File: src/rtl/cpu_pkg.sv
// Shared CPU types and constants: arbiter state encoding, requester indices
// and the width of the memory-latency wait counter.
package cpu_pkg;

  typedef enum logic [1:0] {
    IDLE,
    ISSUE,
    WAIT,
    CAPTURE
  } arb_state_t;

  localparam logic REQ_CPU = 1'b0;
  localparam logic REQ_LDR = 1'b1;

  localparam int CNT_W = 4;

endpackage

File: src/rtl/mem_arbiter_rr_pick2.sv
// Combinational two-way round-robin picker.
// A single request always wins; on a tie the requester not served last wins.
module rr_pick2
  import cpu_pkg::*;
(
  input  logic req0_i,
  input  logic req1_i,
  input  logic last_i,
  output logic valid_o,
  output logic idx_o
);

  always_comb begin
    valid_o = req0_i | req1_i;
    idx_o   = REQ_CPU;
    if (req0_i && req1_i) begin
      idx_o = (last_i == REQ_CPU) ? REQ_LDR : REQ_CPU;
    end else if (req1_i) begin
      idx_o = REQ_LDR;
    end
  end

endmodule

File: src/rtl/mem_arbiter.sv
// Round-robin arbiter sharing one fixed-latency memory port between the CPU
// fetch/execute path (requester 0) and the loader/debug port (requester 1).
module mem_arbiter
  import cpu_pkg::*;
#(
  parameter int BITS    = 8,
  parameter int MEM_LAT = 2
) (
  input  logic            i_clk,
  input  logic            i_rst,
  input  logic            i_r0_req,
  input  logic            i_r1_req,
  input  logic            i_r0_we,
  input  logic            i_r1_we,
  input  logic [BITS-1:0] i_r0_addr,
  input  logic [BITS-1:0] i_r1_addr,
  input  logic [BITS-1:0] i_r0_wdata,
  input  logic [BITS-1:0] i_r1_wdata,
  output logic            o_r0_gnt,
  output logic            o_r1_gnt,
  output logic            o_r0_done,
  output logic            o_r1_done,
  output logic [BITS-1:0] o_r0_rdata,
  output logic [BITS-1:0] o_r1_rdata,
  output logic            o_mem_en,
  output logic            o_mem_we,
  output logic [BITS-1:0] o_mem_addr,
  output logic [BITS-1:0] o_mem_wdata,
  input  logic [BITS-1:0] i_mem_rdata,
  output logic            o_busy
);

  arb_state_t       state_q, state_d;
  logic [CNT_W-1:0] cnt_q, cnt_d;
  logic             sel_q, sel_d;
  logic             we_q, we_d;
  logic [BITS-1:0]  addr_q, addr_d;
  logic [BITS-1:0]  wdata_q, wdata_d;
  logic             lastServed_q, lastServed_d;
  logic             gnt0_q, gnt0_d, gnt1_q, gnt1_d;
  logic             done0_q, done0_d, done1_q, done1_d;
  logic             memEn_q, memEn_d, memWe_q, memWe_d;
  logic [BITS-1:0]  rdata0_q, rdata0_d, rdata1_q, rdata1_d;
  logic             busy_q, busy_d;

  logic pickValid;
  logic pickIdx;

  rr_pick2 u_pick (
    .req0_i  (i_r0_req),
    .req1_i  (i_r1_req),
    .last_i  (lastServed_q),
    .valid_o (pickValid),
    .idx_o   (pickIdx)
  );

  always_ff @(posedge i_clk) begin
    if (i_rst) begin
      state_q      <= IDLE;
      cnt_q        <= '0;
      sel_q        <= REQ_CPU;
      we_q         <= 1'b0;
      addr_q       <= '0;
      wdata_q      <= '0;
      lastServed_q <= REQ_LDR;
      gnt0_q       <= 1'b0;
      gnt1_q       <= 1'b0;
      done0_q      <= 1'b0;
      done1_q      <= 1'b0;
      memEn_q      <= 1'b0;
      memWe_q      <= 1'b0;
      rdata0_q     <= '0;
      rdata1_q     <= '0;
      busy_q       <= 1'b0;
    end else begin
      state_q      <= state_d;
      cnt_q        <= cnt_d;
      sel_q        <= sel_d;
      we_q         <= we_d;
      addr_q       <= addr_d;
      wdata_q      <= wdata_d;
      lastServed_q <= lastServed_d;
      gnt0_q       <= gnt0_d;
      gnt1_q       <= gnt1_d;
      done0_q      <= done0_d;
      done1_q      <= done1_d;
      memEn_q      <= memEn_d;
      memWe_q      <= memWe_d;
      rdata0_q     <= rdata0_d;
      rdata1_q     <= rdata1_d;
      busy_q       <= busy_d;
    end
  end

  // Every output is a register, so pulses are set up one state ahead:
  // gnt/en are loaded on the IDLE->ISSUE edge, done on the CAPTURE->IDLE edge.
  always_comb begin
    state_d      = state_q;
    cnt_d        = cnt_q;
    sel_d        = sel_q;
    we_d         = we_q;
    addr_d       = addr_q;
    wdata_d      = wdata_q;
    lastServed_d = lastServed_q;
    rdata0_d     = rdata0_q;
    rdata1_d     = rdata1_q;
    gnt0_d       = 1'b0;
    gnt1_d       = 1'b0;
    done0_d      = 1'b0;
    done1_d      = 1'b0;
    memEn_d      = 1'b0;
    memWe_d      = 1'b0;

    case (state_q)
      IDLE: begin
        if (pickValid) begin
          sel_d   = pickIdx;
          we_d    = (pickIdx == REQ_LDR) ? i_r1_we    : i_r0_we;
          addr_d  = (pickIdx == REQ_LDR) ? i_r1_addr  : i_r0_addr;
          wdata_d = (pickIdx == REQ_LDR) ? i_r1_wdata : i_r0_wdata;
          memEn_d = 1'b1;
          memWe_d = we_d;
          gnt0_d  = (pickIdx == REQ_CPU);
          gnt1_d  = (pickIdx == REQ_LDR);
          state_d = ISSUE;
        end
      end
      ISSUE: begin
        cnt_d   = CNT_W'(MEM_LAT - 1);
        state_d = (MEM_LAT > 1) ? WAIT : CAPTURE;
      end
      WAIT: begin
        cnt_d = cnt_q - CNT_W'(1);
        if (cnt_q == CNT_W'(1)) begin
          state_d = CAPTURE;
        end
      end
      CAPTURE: begin
        if (!we_q) begin
          if (sel_q == REQ_LDR) rdata1_d = i_mem_rdata;
          else                  rdata0_d = i_mem_rdata;
        end
        done0_d      = (sel_q == REQ_CPU);
        done1_d      = (sel_q == REQ_LDR);
        lastServed_d = sel_q;
        state_d      = IDLE;
      end
      default: state_d = IDLE;
    endcase

    busy_d = (state_d != IDLE);
  end

  assign o_r0_gnt    = gnt0_q;
  assign o_r1_gnt    = gnt1_q;
  assign o_r0_done   = done0_q;
  assign o_r1_done   = done1_q;
  assign o_r0_rdata  = rdata0_q;
  assign o_r1_rdata  = rdata1_q;
  assign o_mem_en    = memEn_q;
  assign o_mem_we    = memWe_q;
  assign o_mem_addr  = addr_q;
  assign o_mem_wdata = wdata_q;
  assign o_busy      = busy_q;

endmodule

File: config.mk
export PLATFORM = sky130hd
export DESIGN_NAME = mem_arbiter
export DESIGN_NICKNAME = d
export VERILOG_FILES = /design/src/rtl/cpu_pkg.sv /design/src/rtl/mem_arbiter_rr_pick2.sv /design/src/rtl/mem_arbiter.sv
export SDC_FILE = /design/constraint.sdc
export NUM_CORES = 1
export LEC_CHECK = 0
export ABC_CLOCK_PERIOD_IN_PS = 1800
export CORE_MARGIN = 5
export CORE_UTILIZATION = 41
export CTS_CLUSTER_SIZE = 30
export DETAILED_ROUTE_END_ITERATION = 12
export PLACE_DENSITY = 0.8
export SLEW_MARGIN = 0
export SYNTH_ARGS = -nofsm -noshare
export SYNTH_HDL_FRONTEND = slang
export SYNTH_SLANG_ARGS = --single-unit
export TNS_END_PERCENT = 5
File: constraint.sdc
create_clock -name i_clk -period 1.8 [get_ports i_clk]
set_input_delay 0.36 -clock i_clk [delete_from_list [all_inputs] [get_ports i_clk]]
set_output_delay 0.36 -clock i_clk [all_outputs]
set_load 0.01 [all_outputs]
---- Word level (Yosys, flattened, before mapping) ----
Index checks and enable logic that the tools add are counted.
word-level totals
  bits in registers ....................... 48
  output and inout port bits .............. 39
  logic and storage cells ................. 49
operators by class
  $add $sub $neg .......................... 1
  eq/ne operators ......................... 4
  muxes and demuxes ....................... 11
  bitwise gates (word level) .............. 7
  reductions and logical operators ........ 10
operators with widths
  kind                   count
  $mux W8                2
  $pmux W2 S4            1
  $pmux W4 S2            1
  $not A1 Y1             6
  $reduce_and A3 Y1      2
  $mux W1                5
  $eq A2 B2 Y1 const B   2
  $eq A4 B1 Y1 const B   1
  $mux W2                2
  $reduce_bool A2 Y1     2
  $reduce_or A2 Y1       2
  $sub A4 B1 Y4 const B  1
  $reduce_or A3 Y1       1
  $eq A2 B1 Y1 const B   1
  $logic_not A2 Y1       1
  $reduce_and A2 Y1      1
  $logic_and A1 B1 Y1    1
  $or A1 B1 Y1           1

---- Longest topological paths before layout ----
  word-level depth ........................ 4
  depth in mapped cells ................... 7

---- Hierarchy ----
From an unflattened synthesis, not the netlist that was laid out.
unflattened totals
  cells, all modules ...................... 196
  area, all modules ....................... 1915.6 µm²
modules (own cells, without submodules)
  module       instances  cells an instance  area each (µm²)  seq. area each (µm²)
  mem_arbiter  1          194                1901.8           960.9
  rr_pick2     1          2                  13.8             0.0

---- Worst setup path after synthesis ----
No wires, ideal clock.
  path kind ............................... reg2reg
  start ................................... register state_q[0]
  end ..................................... register cnt_q[3]
  setup time .............................. 0.074 ns
  arrival ................................. 1.261 ns
  data required time ...................... 1.726 ns
  setup slack ............................. 0.465 ns
  cell stages (with the launch flop) ...... 6
  buffers on the path ..................... 0
  cells stage by stage .................... dfxtp_1 > inv_1 > ha_1 > nand2_1 > or3_1 > a31oi_1
on the way
  word-level cells in the longest chain between the ends .. 2
  elaborated cells on any way between the ends .. 4
  those cells by class .................... 2 x eq/ne; 1 x mux; 1 x reduce/logical
ends and longest elaborated chain
  what                                               RTL line            source
  from (decl)                                        mem_arbiter.sv:33   arb_state_t state_q, state_d;
  from (signal assigned)                             mem_arbiter.sv:76   state_q <= state_d;
  $eq A2 B2 Y1 or $eq A2 B1 Y1 (tied branches)       mem_arbiter.sv:114  case (state_q)
  $pmux W4 S2 or $reduce_bool A2 Y1 (tied branches)  -
  to (signal assigned)                               mem_arbiter.sv:77   cnt_q <= cnt_d;
  to (decl)                                          mem_arbiter.sv:34   logic [CNT_W-1:0] cnt_q, cnt_d;
Several ways; a longest one is shown, not always the timed one.
A chain may end at the register's enable or synchronous reset.

---- Worst setup path after layout ----
  start ................................... register wdata_q[1] (netlist: o_mem_wdata[1])
  end ..................................... output port o_mem_wdata[1]
RTL lines
  what                    RTL line           source
  from (decl)             mem_arbiter.sv:38  logic [BITS-1:0] wdata_q, wdata_d;
  from (signal assigned)  mem_arbiter.sv:81  wdata_q <= wdata_d;
  to (decl)               mem_arbiter.sv:28  output logic [BITS-1:0] o_mem_wdata,
No word-level cell between the ends.

==> run summary <==
At the end of the flow, the number of nets in the layout was 357. The number of pins with negative max-slew slack in the final report is 0. The worst-case clock buffer depth is 2. The routability-driven placement congestion ratio came out at 0.764. The worst-case vdd ir drop came out at 0.553 mV.

The clock reaches the later pin of the worst-skew pair after 0.29 ns. Together, buffers and inverters on the worst path number 1. The largest net degree at the start of global routing came out at 32.

Setup repair after global routing left no endpoint under its margin. between 80 and 90 I/O pins were placed. The vias per cell is about 5.0. The wire length after detailed routing is 4.89 mm. The post-layout instance count excluding filler cells came out at 359. The mapped netlist covers slightly below 2000 sq um. Synthesis produced a netlist whose cell count is 213. The post-CTS setup repair buffer count is 0. The arrival time reported for the critical path endpoint is 1.21 ns.

The critical path's top delay family is buffers and inverters. The number of sinks on the clock net is 48. The met1 track demand over resource in global routing is roughly 17%.

The average wire per standard cell came out at 13.6 microns. The worst endpoint required time came out at 1.44 ns. In this run, placement finished with an instance count of 352. The core region is 4660 sq um. For this run, the number of Yosys warnings is 0. The time the final worst path needs with I/O delays and setup is 1.57 ns. During placement, the flow inserted port buffers numbering 84. Measured along the y axis, the die boundary spans 78.6 microns.

The post-synthesis net count came out at around 270. The design draws between 3 and 4 mW. The count of inserted antenna diode cells came out at 0. The run finished with clean final reports. The post-synthesis cell type count came out at 30. Cells with a size suffix above 1 make up slightly above 8% of the layout.

The sequential area share after synthesis came out at 49.8%. The count of endpoints failing hold in the final timing report came out at 0. The initial antenna violation count came out at 0. The width of the chip came out at 78.6 microns. The layer with the highest usage is met2.

The total routing resource utilization after global routing came out at between 15 and 20%. The fmax is 636 MHz. The full die area is roughly 6000 sq um. Measured against its own limit, the worst slew margin works out to 79.1%. The detailed router's first-iteration violation count came out at 60. The worst hold path belongs to the class register to register. For this run the aggregate overflow at the end of global routing stands at 0. The maximum fanout along the worst path is 2. Walking the worst path, the cells encountered are clkdlybuf4s50_1. For this design, the slowest cell found on the critical path is sky130_fd_sc_hd__clkdlybuf4s50_1.

The maximum single-stage delay on the critical path came out at between 0.5 and 0.6 ns. The number of levels in the clock H-tree is 2. The power density over cell area came out at between 1000 and 1500 nW/um^2. The setup slack after layout is between 0.2 and 0.25 ns. The final setup skew came out at 0.00312 ns. The post-route fraction of the period consumed by the critical path is 87.4%. OpenSTA, run right after detailed placement, puts the worst setup slack at -0.00294 ns.

In the routed design, unresolved DRC markers number 0. The number of buffers added to fix hold violations after cts is 0. Global routing used between 20% and 30% of the available met2 tracks.

The number of placement rows came out at 25. The effective utilization at floorplan is between 40 and 50%. The slew at the pin with the worst max-slew slack is about 0.31 ns. The met3 capacity usage during global routing came out at 7.45%. Summed over all cells, the static leakage comes to 1.23 nW. The number of gates resized after CTS was 0. The relative area change from synthesis to final layout is 56.6%. Detailed placement ended at an HPWL of 3.77 mm. The detailed-router iteration count before antenna repair came out at 4.

The antenna violation net count after detailed routing is 0. TritonCTS built the clock tree. The via count of the first global-routing pass was 1860.

STA classifies the critical path startpoint as a register. The clock input transition at the sequential cells of the worst setup and hold paths is 0.08 ns. The final cell utilization of the core is about two thirds. The total of max-cap violations is 0. The count of endpoints failing setup in the final report is 0. The first global-routing pass estimated ~8 mm of wire. The root buffer cell chosen for the clock tree is sky130_fd_sc_hd__clkbuf_8.

Counting the buffers created by CTS gives 5. The detailed-route via count came out at between 1500 and 2000. The average footprint of a synthesized cell is 9.06 sq um. STA classifies the critical path endpoint as an output port. Counting flops and latches in the post-synthesis netlist gives 48. The worst setup path is of the register to output port kind.
state kept, by name (all words and copies together) (netlist names), 2 cells and up:
name / cells
o_mem_addr: 8
o_mem_wdata: 8
o_r0_rdata: 8
o_r1_rdata: 8
cnt_q: 4
state_q: 2
layout by cell type, fill, tap and decap left out:
cell type	synthesis	routed
sky130_fd_sc_hd__nand3b_1	1	1
sky130_fd_sc_hd__a211oi_1	16	16
sky130_fd_sc_hd__nand2_1	23	23
sky130_fd_sc_hd__o21a_1	1	1
sky130_fd_sc_hd__dfxtp_1	48	48
sky130_fd_sc_hd__nor2_1	37	37
sky130_fd_sc_hd__clkbuf_8	0	5
sky130_fd_sc_hd__a21boi_4	1	1
sky130_fd_sc_hd__buf_4	3	14
sky130_fd_sc_hd__o22ai_1	1	1
sky130_fd_sc_hd__nor3_1	2	2
sky130_fd_sc_hd__nor3b_2	0	1
sky130_fd_sc_hd__o31ai_1	1	1
sky130_fd_sc_hd__o21ai_1	0	1
sky130_fd_sc_hd__a21oi_1	20	20
sky130_fd_sc_hd__bufinv_16	0	2
sky130_fd_sc_hd__nand4b_1	1	1
sky130_fd_sc_hd__mux2i_1	16	16
sky130_fd_sc_hd__nor2b_1	2	2
sky130_fd_sc_hd__or3_1	2	2
sky130_fd_sc_hd__nor3b_1	2	1
sky130_fd_sc_hd__a21boi_0	1	1
sky130_fd_sc_hd__clkdlybuf4s50_1	0	84
sky130_fd_sc_hd__nand3_1	2	2
sky130_fd_sc_hd__a21bo_2	1	1
sky130_fd_sc_hd__a311oi_1	1	1
sky130_fd_sc_hd__inv_1	6	6
sky130_fd_sc_hd__a31oi_1	2	2
sky130_fd_sc_hd__o21ai_0	5	4
sky130_fd_sc_hd__buf_12	0	1
sky130_fd_sc_hd__ha_1	6	6
sky130_fd_sc_hd__nor4b_1	1	1
final cells by class:
class	instances	area, sq um
Fill cell	408	1640
Timing Repair Buffer	99	966
Sequential cell	48	961
Multi-Input combinational cell	145	875
Clock buffer	5	68.8
Tap cell	54	67.6
Clock inverter	2	60.1
Inverter	6	22.5
report_power, final:
part | switching, mW | internal (mW)
logic | 0.482 | 0.560
registers | 0.0966 | 1.22
clock network | 0.338 | 0.546
total | 0.916 | 2.32
cells in the mapped netlist, drive strengths merged:
cell    number  share of area, %
a211oi      16               6.2
a21bo        1              0.52
a21boi       2               1.4
a21oi       20               5.2
a311oi       1              0.45
a31oi        2              0.65
buf          9               3.0
clkbuf       5              0.97
dfxtp       48                50
ha           6               3.9
inv          6               1.2
mux2i       16               8.3
nand2       23               4.5
nand3        2              0.52
nand3b       1              0.39
nand4b       1              0.45
nor2        37               7.2
nor2b        2              0.65
nor3         2              0.52
nor3b        2              0.78
nor4b        1              0.45
o21a         1              0.39
o21ai        5               1.3
o22ai        1              0.32
o31ai        1              0.39
or3          2              0.65
worst paths after layout:
kind | start | endpoint | slack, ns | depth (start not counted)
worst max-delay path | o_mem_wdata[1]$_SDFFE_PP0P_ | o_mem_wdata[1] | 0.23 | 1
worst min-delay path | o_r1_rdata[5]$_SDFFE_PP0P_ | o_r1_rdata[5]$_SDFFE_PP0P_ | 0.50 | 2
worst max register to register | state_q[0]$_SDFF_PP0_ | cnt_q[3]$_SDFFE_PP0P_ | 0.31 | 5
worst min register to register | o_r1_rdata[5]$_SDFFE_PP0P_ | o_r1_rdata[5]$_SDFFE_PP0P_ | 0.50 | 2
metrics by stage:
step           instance area, sq um  hold slack, ns  setup TNS [ns]
3_5_place_dp                   2890           0.484        -0.00294
2_1_floorplan                  1930           0.461               0
4_1_cts                        3020           0.504               0
6_report                       3020           0.497               0
3_3_place_gp                   2890           0.477               0
5_1_grt                        3020           0.527               0
routing by layer:
layer	wire (microns)	part of all wire, %	vias up
li1	-	-	908
met1	2070	42	819
met2	2380	49	61
met3	433	8.9	2
met4	15	0.31	0
met5	0	0	-
kinds of logic (layout without fill, tap and decap cells):
logic type | Yosys count | count (layout) | synth area share [%]
fa+ha+maj | 6 | 6 | 3.89
compound gates | 50 | 50 | 16.8
buf+inv | 20 | 112 | 5.12
simple gates | 73 | 73 | 16.1
mux | 16 | 16 | 8.30
flops | 48 | 48 | 49.8
No activity file was read; power rests on OpenSTA's default activity.
